### src/rtl/fb_mem_arbiter_if.sv
// ============================================================================
// Module   : fb_mem_arbiter_if
// Purpose  : Avalon-MM signal bundle for the VGA reader, the framebuffer
//            writer and the SDRAM controller path around fb_mem_arbiter.
// Revision : 1.0
// ============================================================================
`default_nettype none

interface fb_mem_arbiter_if #(
  parameter int ADDR_W  = 24,
  parameter int DATA_W  = 16,
  parameter int BURST_W = 4
);
  logic [ADDR_W-1:0]   vga_address;
  logic                vga_read;
  logic [BURST_W-1:0]  vga_burstcount;
  logic                vga_waitrequest;
  logic [DATA_W-1:0]   vga_readdata;
  logic                vga_readdatavalid;

  logic [ADDR_W-1:0]   wr_address;
  logic                wr_write;
  logic [DATA_W-1:0]   wr_writedata;
  logic [DATA_W/8-1:0] wr_byteenable;
  logic [BURST_W-1:0]  wr_burstcount;
  logic                wr_waitrequest;

  logic [ADDR_W-1:0]   m_address;
  logic [BURST_W-1:0]  m_burstcount;
  logic [DATA_W-1:0]   m_writedata;
  logic [DATA_W/8-1:0] m_byteenable;
  logic                m_read;
  logic                m_write;
  logic                m_waitrequest;
  logic [DATA_W-1:0]   m_readdata;
  logic                m_readdatavalid;

  // Arbiter view: slave to both requesters, master towards the controller.
  modport slave (
    input  vga_address, vga_read, vga_burstcount,
    output vga_waitrequest, vga_readdata, vga_readdatavalid,
    input  wr_address, wr_write, wr_writedata, wr_byteenable, wr_burstcount,
    output wr_waitrequest,
    output m_address, m_burstcount, m_writedata, m_byteenable, m_read, m_write,
    input  m_waitrequest, m_readdata, m_readdatavalid
  );

  // System view: the requesters and the controller around the arbiter.
  modport master (
    output vga_address, vga_read, vga_burstcount,
    input  vga_waitrequest, vga_readdata, vga_readdatavalid,
    output wr_address, wr_write, wr_writedata, wr_byteenable, wr_burstcount,
    input  wr_waitrequest,
    input  m_address, m_burstcount, m_writedata, m_byteenable, m_read, m_write,
    output m_waitrequest, m_readdata, m_readdatavalid
  );
endinterface

`default_nettype wire

### src/rtl/fb_mem_arbiter.sv
// ============================================================================
// Module   : fb_mem_arbiter
// Purpose  : VGA-priority arbiter sharing one SDRAM Avalon-MM path with the
//            framebuffer writer, with writer streak and read-credit limits.
// Revision : 1.0
// ============================================================================
`default_nettype none

module fb_mem_arbiter #(
  parameter int ADDR_W      = 24,
  parameter int DATA_W      = 16,
  parameter int BURST_W     = 4,
  parameter int MAX_PENDING = 32,
  parameter int VGA_STREAK  = 4
) (
  input  logic            clk_clk,
  input  logic            reset_reset_n,
  fb_mem_arbiter_if.slave bus
);
  localparam int c_PEND_W   = $clog2(MAX_PENDING + 1);
  localparam int c_SUM_W    = c_PEND_W + BURST_W;
  localparam int c_STREAK_W = $clog2(VGA_STREAK + 1);
  localparam logic [c_STREAK_W-1:0] c_STREAK_MAX = c_STREAK_W'(VGA_STREAK);

  typedef enum logic [1:0] {
    S_IDLE = 2'd0,
    S_VGA  = 2'd1,
    S_WR   = 2'd2
  } state_t;

  state_t                r_state;
  logic [c_PEND_W-1:0]   r_pending;
  logic [c_STREAK_W-1:0] r_streak;
  logic [BURST_W-1:0]    r_beats;
  logic                  r_wr_started;

  logic [BURST_W-1:0]    w_vga_eff;
  logic [BURST_W-1:0]    w_wr_eff;
  logic                  w_credit_ok;
  logic                  w_vga_acc;
  logic                  w_wr_acc;
  logic                  w_wr_last;
  logic [c_PEND_W-1:0]   w_pend_add;
  logic [c_PEND_W-1:0]   w_pend_sub;

  // A zero burstcount is treated as a single beat.
  assign w_vga_eff = (bus.vga_burstcount == '0) ? BURST_W'(1) : bus.vga_burstcount;
  assign w_wr_eff  = (bus.wr_burstcount  == '0) ? BURST_W'(1) : bus.wr_burstcount;

  assign w_credit_ok = (c_SUM_W'(r_pending) + c_SUM_W'(w_vga_eff)) <= c_SUM_W'(MAX_PENDING);

  assign w_vga_acc = (r_state == S_VGA) && bus.vga_read && !bus.m_waitrequest;
  assign w_wr_acc  = (r_state == S_WR)  && bus.wr_write && !bus.m_waitrequest;
  assign w_wr_last = w_wr_acc && (r_wr_started ? (r_beats == BURST_W'(1))
                                               : (w_wr_eff == BURST_W'(1)));

  assign w_pend_add = w_vga_acc ? c_PEND_W'(w_vga_eff) : '0;
  // Stray read data with nothing outstanding is dropped rather than wrapping.
  assign w_pend_sub = (bus.m_readdatavalid && (r_pending != '0)) ? c_PEND_W'(1) : '0;

  always_ff @(posedge clk_clk or negedge reset_reset_n) begin
    if (!reset_reset_n) begin
      r_state      <= S_IDLE;
      r_pending    <= '0;
      r_streak     <= '0;
      r_beats      <= '0;
      r_wr_started <= 1'b0;
    end else begin
      r_pending <= r_pending + w_pend_add - w_pend_sub;
      case (r_state)
        S_IDLE: begin
          if (bus.vga_read && w_credit_ok && (!bus.wr_write || (r_streak < c_STREAK_MAX))) begin
            r_state <= S_VGA;
          end else if (bus.wr_write) begin
            r_state      <= S_WR;
            r_wr_started <= 1'b0;
          end
        end
        S_VGA: begin
          if (!bus.vga_read) begin
            r_state <= S_IDLE;
          end else if (!bus.m_waitrequest) begin
            r_state <= S_IDLE;
            if (!bus.wr_write) begin
              r_streak <= '0;
            end else if (r_streak < c_STREAK_MAX) begin
              r_streak <= r_streak + c_STREAK_W'(1);
            end
          end
        end
        S_WR: begin
          if (w_wr_acc) begin
            r_wr_started <= 1'b1;
            r_beats      <= r_wr_started ? (r_beats - BURST_W'(1)) : (w_wr_eff - BURST_W'(1));
          end
          if (w_wr_last) begin
            r_state      <= S_IDLE;
            r_streak     <= '0;
            r_wr_started <= 1'b0;
          end
        end
        default: r_state <= S_IDLE;
      endcase
    end
  end

  logic                w_m_read;
  logic                w_m_write;
  logic [ADDR_W-1:0]   w_m_address;
  logic [BURST_W-1:0]  w_m_burstcount;
  logic [DATA_W-1:0]   w_m_writedata;
  logic [DATA_W/8-1:0] w_m_byteenable;
  logic                w_vga_wait;
  logic                w_wr_wait;

  always_comb begin
    w_m_read       = 1'b0;
    w_m_write      = 1'b0;
    w_m_address    = '0;
    w_m_burstcount = '0;
    w_m_writedata  = '0;
    w_m_byteenable = '0;
    w_vga_wait     = 1'b1;
    w_wr_wait      = 1'b1;
    case (r_state)
      S_VGA: begin
        w_m_read       = bus.vga_read;
        w_m_address    = bus.vga_address;
        w_m_burstcount = bus.vga_burstcount;
        w_vga_wait     = bus.m_waitrequest;
      end
      S_WR: begin
        w_m_write      = bus.wr_write;
        w_m_address    = bus.wr_address;
        w_m_burstcount = bus.wr_burstcount;
        w_m_writedata  = bus.wr_writedata;
        w_m_byteenable = bus.wr_byteenable;
        w_wr_wait      = bus.m_waitrequest;
      end
      default: ;
    endcase
  end

  assign bus.m_read            = w_m_read;
  assign bus.m_write           = w_m_write;
  assign bus.m_address         = w_m_address;
  assign bus.m_burstcount      = w_m_burstcount;
  assign bus.m_writedata       = w_m_writedata;
  assign bus.m_byteenable      = w_m_byteenable;
  assign bus.vga_waitrequest   = w_vga_wait;
  assign bus.wr_waitrequest    = w_wr_wait;
  assign bus.vga_readdata      = bus.m_readdata;
  assign bus.vga_readdatavalid = bus.m_readdatavalid;

endmodule

`default_nettype wire

### src/flat_wrapper.sv
// flat-port wrapper written by rule: the top's interface ports become plain ports
module fb_mem_arbiter_flat 
#(
  parameter int ADDR_W      = 24,
  parameter int DATA_W      = 16,
  parameter int BURST_W     = 4,
  parameter int MAX_PENDING = 32,
  parameter int VGA_STREAK  = 4
)
  (clk_clk, reset_reset_n, bus_vga_address, bus_vga_read, bus_vga_burstcount, bus_vga_waitrequest, bus_vga_readdata, bus_vga_readdatavalid, bus_wr_address, bus_wr_write, bus_wr_writedata, bus_wr_byteenable, bus_wr_burstcount, bus_wr_waitrequest, bus_m_address, bus_m_burstcount, bus_m_writedata, bus_m_byteenable, bus_m_read, bus_m_write, bus_m_waitrequest, bus_m_readdata, bus_m_readdatavalid);
  fb_mem_arbiter_if #(.ADDR_W(ADDR_W), .DATA_W(DATA_W), .BURST_W(BURST_W)) bus_i ();
  input  logic clk_clk;
  input  logic reset_reset_n;
  input wire logic [$bits(bus_i.vga_address)-1:0] bus_vga_address;
  input wire logic [$bits(bus_i.vga_read)-1:0] bus_vga_read;
  input wire logic [$bits(bus_i.vga_burstcount)-1:0] bus_vga_burstcount;
  output wire logic [$bits(bus_i.vga_waitrequest)-1:0] bus_vga_waitrequest;
  output wire logic [$bits(bus_i.vga_readdata)-1:0] bus_vga_readdata;
  output wire logic [$bits(bus_i.vga_readdatavalid)-1:0] bus_vga_readdatavalid;
  input wire logic [$bits(bus_i.wr_address)-1:0] bus_wr_address;
  input wire logic [$bits(bus_i.wr_write)-1:0] bus_wr_write;
  input wire logic [$bits(bus_i.wr_writedata)-1:0] bus_wr_writedata;
  input wire logic [$bits(bus_i.wr_byteenable)-1:0] bus_wr_byteenable;
  input wire logic [$bits(bus_i.wr_burstcount)-1:0] bus_wr_burstcount;
  output wire logic [$bits(bus_i.wr_waitrequest)-1:0] bus_wr_waitrequest;
  output wire logic [$bits(bus_i.m_address)-1:0] bus_m_address;
  output wire logic [$bits(bus_i.m_burstcount)-1:0] bus_m_burstcount;
  output wire logic [$bits(bus_i.m_writedata)-1:0] bus_m_writedata;
  output wire logic [$bits(bus_i.m_byteenable)-1:0] bus_m_byteenable;
  output wire logic [$bits(bus_i.m_read)-1:0] bus_m_read;
  output wire logic [$bits(bus_i.m_write)-1:0] bus_m_write;
  input wire logic [$bits(bus_i.m_waitrequest)-1:0] bus_m_waitrequest;
  input wire logic [$bits(bus_i.m_readdata)-1:0] bus_m_readdata;
  input wire logic [$bits(bus_i.m_readdatavalid)-1:0] bus_m_readdatavalid;
  assign bus_i.vga_address = bus_vga_address;
  assign bus_i.vga_read = bus_vga_read;
  assign bus_i.vga_burstcount = bus_vga_burstcount;
  assign bus_vga_waitrequest = bus_i.vga_waitrequest;
  assign bus_vga_readdata = bus_i.vga_readdata;
  assign bus_vga_readdatavalid = bus_i.vga_readdatavalid;
  assign bus_i.wr_address = bus_wr_address;
  assign bus_i.wr_write = bus_wr_write;
  assign bus_i.wr_writedata = bus_wr_writedata;
  assign bus_i.wr_byteenable = bus_wr_byteenable;
  assign bus_i.wr_burstcount = bus_wr_burstcount;
  assign bus_wr_waitrequest = bus_i.wr_waitrequest;
  assign bus_m_address = bus_i.m_address;
  assign bus_m_burstcount = bus_i.m_burstcount;
  assign bus_m_writedata = bus_i.m_writedata;
  assign bus_m_byteenable = bus_i.m_byteenable;
  assign bus_m_read = bus_i.m_read;
  assign bus_m_write = bus_i.m_write;
  assign bus_i.m_waitrequest = bus_m_waitrequest;
  assign bus_i.m_readdata = bus_m_readdata;
  assign bus_i.m_readdatavalid = bus_m_readdatavalid;
  fb_mem_arbiter #(.ADDR_W(ADDR_W), .DATA_W(DATA_W), .BURST_W(BURST_W), .MAX_PENDING(MAX_PENDING), .VGA_STREAK(VGA_STREAK)) u_core (.clk_clk(clk_clk), .reset_reset_n(reset_reset_n), .bus(bus_i));
endmodule
### config.mk
export PLATFORM = sky130hd
export DESIGN_NAME = fb_mem_arbiter_flat
export DESIGN_NICKNAME = d
export VERILOG_FILES = /design/src/rtl/fb_mem_arbiter_if.sv /design/src/rtl/fb_mem_arbiter.sv /design/src/flat_wrapper.sv
export SDC_FILE = /design/constraint.sdc
export NUM_CORES = 1
export LEC_CHECK = 0
export CORE_UTILIZATION = 30
export DETAILED_ROUTE_END_ITERATION = 8
export PLACE_DENSITY = 0.81
export SLEW_MARGIN = 20
export SYNTH_ARGS = -nofsm -noshare
export SYNTH_HDL_FRONTEND = slang
export SYNTH_SLANG_ARGS = --single-unit
### constraint.sdc
create_clock -name clk_clk -period 2.4 [get_ports clk_clk]
set_input_delay 0.72 -clock clk_clk [delete_from_list [all_inputs] [get_ports clk_clk]]
set_output_delay 0.72 -clock clk_clk [all_outputs]
set_load 0.01 [all_outputs]
==> metrics.txt, run 1 <==
asr flop ratio synth=100%; Ant. Diodes=0; Root Driver=clkbuf_8; Primary FF master, synth=dfrtp_1; RSZ-0062 raised after global routing=yes; Power per Cell Area=1000 nW/um^2; Post-Syn Nets=382; Placement Rows=29; Critical Path Sink Type=flip-flop; Core Area=6490 um^2; Area Overhead vs Synth=89.7%; cell internal pwr=2.24 mW; Post-DP HPWL=about 5.7 mm; vias in the first global route=2,477; worst hold stages=2; Die Height=approximately 85 um; Worst setup SP type=input pin; Mapped Area=2070 um^2; Max transition margin=77.8%; worst skew pair latency=260 ps; cells after synthesis=approximately 260; CP arrival=approximately 2700 ps; met2 wire len=4.09 mm; Tmin final=2560 ps; average size of a mapped cell=7.93 um^2; fin crit share=107%; post-synth top area share=19.3%; Combinational Power Share=80.0%; Setup Skew=5.14 ps; drt wl/cell=15.6 um; endpoints failing hold=0; total track usage=20.1%; reg2reg path depth=14; status=finished with violations; port bufs=130; met3 routed WL=472 um; Pwr Total=between 3 and 4 mW; Net Sw Frac=between 40 and 50%; placed cell areas=between 3000 and 4000 um^2; fin nets=532; Synthesis Warnings=0; Final WS setup=-158 ps; switching pwr=1.69 mW; worst r2r src=u_core.r_state[1]; failing checks=setup timing; H-tree levels=1; max-cap viol count=0; synthesis-stage register bit count=16; Final Instance Area=3930 um^2; Peak supply drop=approximately 0.57 mV; global route overflow=0; fraction of the yosys area taken by sequential cells=19.3%; EDFF count, synth=0; largest cells by area after synthesis=dfrtp_1, ha_1, a22oi_1, nor2b_1, and2_1; Yosys top cell by area=dfrtp_1; clock share of power=under 10%; leakage=around 1.8 nW; Hold Crit Class=reg2reg; initial cell density of the core=a little under a third; Worst Setup SP=bus_vga_burstcount[0]; initial antenna violation count=0; Inserted Clock Buffers=3; Post-DRT Antenna Nets=0; largest fanout on the critical path=2; final setup fails=3; layout cells sized above 1=35.4%; Pre-Repair DR Iteration Count=4; largest net degree at the start of global routing=29; clk slew on worst S/H paths=70 ps; total number of vias=between 2,000 and 2,500; # IOs=around 160; Final GP Congestion=0.815; multi-input combinational cell area=between 1500 and 2000 um^2; DRC=0; Critical Path RT=2550 ps; Metal-1 WL=2.86 mm; Max Fclk=roughly 0.39 GHz; sequential fraction of design power=13.6%; highest routed metal layer=met4; storage element area=400 um^2; number of fill cells=565; Pins Over Slew Limit=0; WS Path Type=in2reg; CTS tree=done; Die ar.=7230 um^2; Worst-Margin Slew=between 300 and 400 ps; Netlist cell types=40; # clock sinks=16; die width=85.1 um; routed wire length=approximately 7.6 mm; CTS Buffer Depth=2; vias per cell=between 4 and 5; first-pass GRT wire length=roughly 12 mm; Initial DRC Count=80; TNS Setup=-244 ps; hold wc startpoint=u_core.r_beats[1]
[layout by cell type (no fill, tap or decap), types with 4 or more instances in the layout]
cell / n
buf_12: 4
nor2_1: 4
buf_4: 32
inv_1: 26
clkbuf_2: 27
and2_1: 21
a21oi_2: 5
clkbuf_8: 4
inv_2: 4
buf_6: 7
clkdlybuf4s15_1: 5
dlygate4sd2_1: 17
nand2b_1: 4
nand2_1: 6
clkdlybuf4s50_1: 69
a22oi_1: 12
a22oi_2: 16
ha_1: 16
nor2b_1: 27
a21oi_1: 8
xnor2_1: 5
o21ai_0: 4
dfrtp_1: 16
ha_4: 6
buf_2: 7
[synthesized netlist by cell type, drive strengths merged (2+ instances only)]
| cell | n |
|---|---|
| inv | 30 |
| nor2b | 29 |
| a22oi | 28 |
| ha | 23 |
| and2 | 22 |
| buf | 19 |
| dfrtp | 16 |
| a21oi | 13 |
| clkbuf | 11 |
| nand2 | 9 |
| nor2 | 6 |
| nor3 | 6 |
| o21ai | 6 |
| xnor2 | 6 |
| a21o | 4 |
| nand2b | 4 |
| o21bai | 3 |
| xor2 | 3 |
| a31oi | 2 |
| fa | 2 |
| mux2 | 2 |
| nand3 | 2 |
| nor4b | 2 |
| o31ai | 2 |
[power by group through the flow]
stage	logic, mW	registers [mW]	clock network (mW)
detailed placement	2.81	0.527	0
CTS	2.93	0.526	0.257
floorplan	1.62	0.502	0
finish	3.14	0.532	0.252
global placement	2.71	0.519	0
global route	3.44	0.549	0.269
[path summary, 6_finish.rpt]
path / end / slack [ps]
max: u_core.r_wr_started / -160
min: u_core.r_beats[1] / 510
max reg2reg: u_core.r_pending[5] / -50
min reg2reg: u_core.r_beats[1] / 510
max in group asynchronous: u_core.r_pending[0] / 1420
min in group asynchronous: u_core.r_beats[3] / 780
[per-layer routing]
| layer | track usage, % | up-vias |
|---|---|---|
| met4 | 6.01 | 0 |
| met5 | 0 | - |
| met3 | 4.96 | 20 |
| met1 | 22.1 | 1117 |
| li1 | - | 1166 |
| met2 | 37.9 | 88 |
[metrics by stage]
stage | worst slack, ps | hold slack, ps | util [%] | cells
2_1_floorplan | -184 | 424 | - | 261
3_3_place_gp | -777 | 465 | 56.2 | 471
3_5_place_dp | -880 | 486 | 56.2 | 471
4_1_cts | -142 | 503 | 58.7 | 482
5_1_grt | -235 | 564 | 60.4 | 487
6_report | -158 | 509 | 60.4 | 487
[worst max-delay path, cell delays in order]
cell	delay (ps)
buf_2	130
or2_4	240
ha_4	170
fa_2	360
nand3_2	90
nand2_2	80
xnor2_2	200
a31oi_2	130
o311ai_2	240
mux2_1	340
[cells by family (layout without fill, tap and decap cells)]
logic type      after synthesis  count (layout)  share of synthesized area [%]
xor+xnor                      9               9                           3.81
mux                           2               2                           1.09
compound gates               64              64                           21.7
buf+inv                      60             209                           14.0
simple gates                 85              85                           24.2
fa+ha+maj                    25              25                           15.8
flops                        16              16                           19.3
[timing repair]
item | in CTS | in global routing
setup endpoints to repair | 61 | 43
gates cloned | 1 | 2
hold buffers | 0 | 0
setup buffers | 6 | 4
pin swaps | 20 | 14
resized for setup | 124 | 88
[registers in the layout, indices dropped and copies added (netlist names)]
| register | count |
|---|---|
| u_core.r_wr_started | 1 |
| u_core.r_state | 2 |
| u_core.r_pending | 6 |
| u_core.r_beats | 4 |
| u_core.r_streak | 3 |
[cell type report]
| type | count | share of cell area, % |
|---|---|---|
| Tap cell | 77 | 2.45 |
| Timing Repair Buffer | 175 | 40.4 |
| Clock buffer | 4 | 1.40 |
| Multi-Input combinational cell | 185 | 42.7 |
| Inverter | 30 | 2.87 |
| Sequential cell | 16 | 10.2 |
No activity file was read; power rests on OpenSTA's default activity.
==> inputs of run 2 (changes only) <==
- CORE_UTILIZATION: 30 -> 31
- PLACE_DENSITY: 0.81 -> 0.83
==> run 2 against run 1 <==
  * Critical path depth rose by 1
  * Sequential power rose by 0.9%
  * Global-route usage increased by 0.80 points
  * Total power is 1.3% lower
  * Highest routed layer unchanged
  * Hold slack got worse by 12 ps
  * Worst setup slack gained 27 ps
  * Combinational power about the same
  * The run still ends with setup timing left
  * Critical endpoint unchanged
  * Cell area is 1.5% lower
  * Cell count is 0.62% higher
==> metrics.txt, run 2 (synthesis gave the netlist of run 1 again) <==
Max transition margin=79.7% (+1.9 points); worst path bufs/invs=1 (unchanged); Worst setup SP type=input pin; Core Area=6390 um^2 (-1.7%); TNS Setup=-199 ps (+45.0 ps); fin crit share=105% (-1.1 points); clk slew on worst S/H paths=70 ps (about the same); H-tree levels=1 (unchanged); final setup fails=2 (-1); Pre-Repair DR Iteration Count=5 (+1); Die Height=83.7 um (-1.6%); endpoints failing hold=0 (unchanged); CP arrival=2680 ps (-30 ps); Tmin final=2530 ps (-27.1 ps); Initial DRC Count=86 (+7.5%); total track usage=20.9% (+0.80 points); Max stage delay cell, worst path=fa_2; CTS Buffer Depth=2 (unchanged); Inserted Clock Buffers=3 (unchanged); CTS tree=done; final core occ=60.5% (+0.090 points); die width=83.7 um (-1.6%); placed cell areas=3690 um^2 (+1.1%); reg2reg path depth=13 (-1); vias in the first global route=2,522 (+1.8%); WS Path Type=in2reg; worst reg2reg setup slack=40 ps (+90 ps); Hold EP=u_core.r_streak[1]; Worst-Margin Slew=305 ps (-25.3 ps); Hold Crit Class=reg2reg; most frequent cells in the layout=clkdlybuf4s50_1, buf_4, clkbuf_2; commonest non-fill, non-tap cell in the layout=clkdlybuf4s50_1; Final WS setup=-131 ps (+27.1 ps); DRC=0 (unchanged); Biggest register=u_core.r_pending; total number of vias=2,423 (+1.3%); Area Overhead vs Synth=86.8%; top cell family by delay on the critical path=adder cells; vias per cell=4.94 (+0.72%); Setup Skew=5.13 ps (-0.00824 ps); worst r2r src=u_core.r_state[1]; Pwr Total=3.88 mW (-1.3%); # clock sinks=16 (unchanged); layout cells sized above 1=37.5% (+2.2 points); WHS=497 ps (-11.8 ps); first-pass GRT wire length=11.9 mm (+3.0%); routed wire length=7.61 mm (about the same); RSZ-0062 raised after global routing=yes; max reg flops=6 (unchanged); largest stage delay on the critical path=360 ps (about the same); CTS Hold Bufs=0 (unchanged); Power per Cell Area=1000 nW/um^2 (+0.21%); storage element area=402 um^2 (+0.31%); Post-DP HPWL=5.78 mm (+2.0%); Max Fclk=0.395 GHz (+1.1%); Top Registers=u_core.r_pending (6), u_core.r_beats (4), u_core.r_streak (3); Final Instance Area=3860 um^2 (-1.5%); status=finished with violations; drt wl/cell=15.5 um (-0.70%); worst hold stages=2 (unchanged); multi-input combinational cell area=1690 um^2 (+0.67%); Placement Rows=29 (unchanged); Root Driver=clkbuf_8; Critical Path RT=2550 ps (about the same); Critical Path Sink Type=flip-flop; Post-DRT Antenna Nets=0 (unchanged); critical path cell sequence=buf_8 > nor3_4 > or2_4 > ha_4 > fa_2 > nand3_2 > nand2_2 > xnor2_2 > a31oi_2 > o311ai_2 > mux2_1; Final GP Congestion=0.866 (+6.2%); Reg-to-Reg End=u_core.r_pending[5]; Pins Over Slew Limit=0 (unchanged); global route overflow=0 (unchanged); max-cap viol count=0 (unchanged); largest net degree at the start of global routing=33 (+14%); initial antenna violation count=0 (unchanged); port bufs=130 (unchanged); worst skew pair latency=260 ps (about the same); number of fill cells=517 (-8.5%); Ant. Diodes=0 (unchanged); hold wc startpoint=u_core.r_streak[1]; failing checks=setup timing; # IOs=163 (unchanged); fin nets=536 (+0.75%); leakage=1.76 nW (-1.8%); initial cell density of the core=32.4% (+0.54 points); Die ar.=7010 um^2 (-3.1%); Peak supply drop=0.712 mV (+25%); largest fanout on the critical path=2 (unchanged)
## run 2: cell count changes in the layout (fill, tap and decap cells not counted), sizes merged
cell and change:
clkbuf +5, clkdlybuf4s15 +5, dlygate4sd2 -12, bufbuf -1, dlymetal6s2s +1, buf +5
## run 2: cell type report
cell class,count,share of cell area (%)
Multi-Input combinational cell,185,43.6
Timing Repair Buffer,179,39.4
Sequential cell,16,10.4
Inverter,30,2.98
Clock buffer,3,1.07
Tap cell,77,2.49
## run 2: worst max-delay path by stage
stage,startpoint,endpoint,depth (start not counted)
floorplan,bus_vga_burstcount[3],u_core.r_wr_started,10
global placement,bus_vga_burstcount[1],u_core.r_wr_started,11
detailed placement,bus_vga_burstcount[1],u_core.r_wr_started,11
CTS,bus_vga_burstcount[1],u_core.r_wr_started,10
global route,bus_vga_burstcount[0],u_core.r_wr_started,10
finish,bus_vga_burstcount[1],u_core.r_wr_started,11
## run 2: report_power, final
group | internal [mW] | total (mW) | switching [mW] | leakage, nW
logic | 1.66 | 3.12 | 1.47 | 1.54
registers | 0.406 | 0.537 | 0.132 | 0.194
clock network | 0.112 | 0.215 | 0.103 | 0.0216
## run 2: per-stage QoR
step / worst slack (ps) / instances
after floorplan: -184 / 261
after global placement: -798 / 478
after detailed placement: -852 / 478
after CTS: -140 / 484
after global routing: -167 / 490
final: -131 / 490
## run 2: layer usage
metal  vias up  routed length [um]  track usage (%)
li1       1174                   -                -
met1      1143                2980             23.2
met2        90                3930             38.9
met3        16                 565             6.53
met4         0                 130             4.31
met5         -                   0                0
## run 2: tightest hold or removal path, stage by stage (launching register included)
cell     delay (ps)
dfrtp_1         360
nand2_1          50
o31ai_1          50
## run 2: timing repair
item / 4_1_cts / 5_1_grt
endpoints found under the hold margin: 0 / 0
gates resized for setup: 111 / 120
endpoints found under the setup margin: 61 / 37
buffers inserted: 3 / 7
pin swaps: 15 / 17
cloned: 0 / 0
==> inputs of run 3 (changes only) <==
- PLACE_DENSITY: 0.83 -> 0.84
==> run 3 against run 2 <==
  * The flow still finishes with violations (setup timing)
  * Clock power down 2%
  * First-iteration DRC count up 27%
  * Cell area up 1.6%
  * Utilization up 0.94 points
  * Total power down 2.0%
  * Sequential power down 1%
  * Fmax about the same
  * Register-to-register slack worse by 20 ps
  * Worst setup slack about the same
  * Routed wire length down 6.6%
  * Non-clock buffer count down 3
  * Cell count down 0.61%
  * Critical path type unchanged
  * Largest power group unchanged
  * Highest routed layer unchanged
==> metrics.txt, run 3 (synthesis gave the netlist of run 1 again) <==
status=finished with violations; failing checks=setup timing; Pwr Total=3.80 mW (-2.0%); Net Sw Frac=42.4% (-1.6 points); RSZ-0062 raised after global routing=yes; max-cap viol count=0 (unchanged); # clock sinks=16 (unchanged); fin crit share=105% (about the same); largest stage delay on the critical path=380 ps (+20 ps); Power per Cell Area=968 nW/um^2 (-3.5%); fin nets=533 (-0.56%); switching pwr=1.61 mW (-5.4%); Top Registers=u_core.r_pending (6), u_core.r_beats (4), u_core.r_streak (3); Area Overhead vs Synth=89.7%; Combinational Power Share=80.5% (about the same); Setup Skew=6.85 ps (+1.71 ps); Post-DP HPWL=5.53 mm (-4.3%); cell count after placement=475 (-0.63%); worst skew pair latency=260 ps (about the same); Root Driver=clkbuf_8; largest net degree at the start of global routing=29 (-12%); Hold Crit Class=reg2reg; Final Instance Area=3930 um^2 (+1.6%); Reg-to-Reg End=u_core.r_pending[5]; clock share of power=5.5% (about the same); Tmin final=2530 ps (+0.0120 ps); die width=83.7 um (unchanged); cell internal pwr=2.19 mW (+0.77%); WS Path Type=in2reg; Critical Path Sink Type=flip-flop; Setup WS pre-CTS=-825 ps (+27.1 ps); global route overflow=0 (unchanged); layout cells sized above 1=29.5% (-8.0 points); WP depth=10 (-1); endpoints failing hold=0 (unchanged); CTS Buffer Depth=2 (unchanged); Final WS setup=-131 ps (-0.0120 ps); Core Area=6390 um^2 (unchanged); # IOs=163 (unchanged); top cell family by delay on the critical path=adder cells; routed wire length=7.10 mm (-6.6%); Max stage delay cell, worst path=fa_2; commonest non-fill, non-tap cell in the layout=clkdlybuf4s50_1; clk slew on worst S/H paths=70 ps (about the same); Die Height=83.7 um (unchanged); number of fill cells=549 (+6.2%); CP arrival=2670 ps (about the same); initial cell density of the core=32.4% (unchanged); placed cell areas=3680 um^2 (-0.27%); leakage=1.79 nW (+1.9%); critical path cell sequence=buf_8 > or2_4 > ha_4 > fa_2 > nand3_2 > nand2_2 > xnor2_2 > a31oi_2 > o311ai_2 > mux2_1; Max transition margin=83.6% (+3.9 points); Max Fclk=0.395 GHz (about the same); Worst-Margin Slew=243 ps (-62.3 ps); worst reg2reg setup slack=20 ps (-20 ps); total number of vias=2,388 (-1.4%); Final GP Congestion=0.803 (-7.2%); met2 usage=35.0% (-3.9 points); Hold EP=u_core.r_beats[1]; worst path bufs/invs=1 (unchanged); largest fanout on the critical path=2 (unchanged); vias in the first global route=2,315 (-8.2%); Ant. Diodes=0 (unchanged); hold wc startpoint=u_core.r_beats[1]; vias per cell=4.90 (-0.84%); met1 GRT Util=21.8% (-1.4 points); Pre-Repair DR Iteration Count=4 (-1); TNS Setup=-177 ps (+22.7 ps); port bufs=130 (unchanged); reg2reg path depth=13 (unchanged); Inserted Clock Buffers=3 (unchanged); Post-Layout Cell Count=487 (-0.61%); Biggest register=u_core.r_pending; DRC=0 (unchanged); final setup fails=5 (+3); Initial DRC Count=109 (+27%); Die ar.=7010 um^2 (unchanged); Pins Over Slew Limit=0 (unchanged); max reg flops=6 (unchanged); worst r2r src=u_core.r_state[1]; met3 global-route usage=4.85% (-1.7 points); Peak supply drop=0.632 mV (-11%); worst hold stages=2 (unchanged); CTS tree=done; initial antenna violation count=0 (unchanged); Placement Rows=29 (unchanged); total track usage=18.8% (-2.1 points); Worst setup SP type=input pin; drt wl/cell=14.6 um (-6.0%); first-pass GRT wire length=10.8 mm (-8.9%); sequential fraction of design power=14.0% (about the same); Critical Path RT=2540 ps (about the same); H-tree levels=1 (unchanged); Post-DRT Antenna Nets=0 (unchanged); most frequent cells in the layout=clkdlybuf4s50_1, buf_4, nor2b_1, dlygate4sd2_1, inv_1; GRT Max-Usage Layer=met2
run 3: worst max-delay path by stage:
stage,from,endpoint,slack (ps)
detailed placement,bus_vga_burstcount[3],u_core.r_wr_started,-820
CTS,bus_vga_burstcount[2],u_core.r_wr_started,-210
global route,bus_vga_burstcount[0],u_core.r_wr_started,-180
global placement,bus_vga_burstcount[3],u_core.r_wr_started,-760
finish,bus_vga_burstcount[0],u_core.r_wr_started,-130
floorplan,bus_vga_burstcount[3],u_core.r_wr_started,-180
run 3: what timing repair did:
action | CTS | global route
setup endpoints to repair | 61 | 43
cloned | 0 | 3
buffers inserted | 5 | 1
gates resized for setup | 128 | 42
hold buffers | 0 | 0
pin swaps | 19 | 11
run 3: through the flow:
step,utilization [%],hold WS (ps)
finish,61.5,516
global route,61.5,535
floorplan,-,424
global placement,57.6,471
CTS,59.5,513
detailed placement,57.6,493
run 3: power by group through the flow:
stage	Sequential [mW]	Combinational [mW]	Clock [mW]
floorplan	0.502	1.62	0
global placement	0.520	2.75	0
detailed placement	0.524	2.86	0
CTS	0.528	2.86	0.216
global route	0.547	3.34	0.227
finish	0.531	3.06	0.210
run 3: layout make-up:
type	instances	area (um^2)	area share, %
multi-input combinational	185	1610	41.0
tap	77	96.3	2.45
timing repair buffer	176	1660	42.4
sequential	16	402	10.2
inverter	30	113	2.87
clock buffer	3	41.3	1.05
run 3: layer usage:
metal | wire length, um | vias to the layer above | share of wire (%)
met4 | 66 | 0 | 0.93
met2 | 3660 | 79 | 52
li1 | - | 1171 | -
met3 | 404 | 12 | 5.7
met1 | 2970 | 1126 | 42
met5 | 0 | - | 0
run 3: worst reg2reg max path, cell delays in order (launching register included):
cell and delay, ps:
dfrtp_1 400, inv_2 90, ha_4 200, and2_4 160, nor2b_4 190, nand2_2 90
ha_4 270, inv_2 40, ha_4 200, a21o_1 160, a21oi_2 140, o21bai_1 90
a21oi_2 130, xor2_1 150
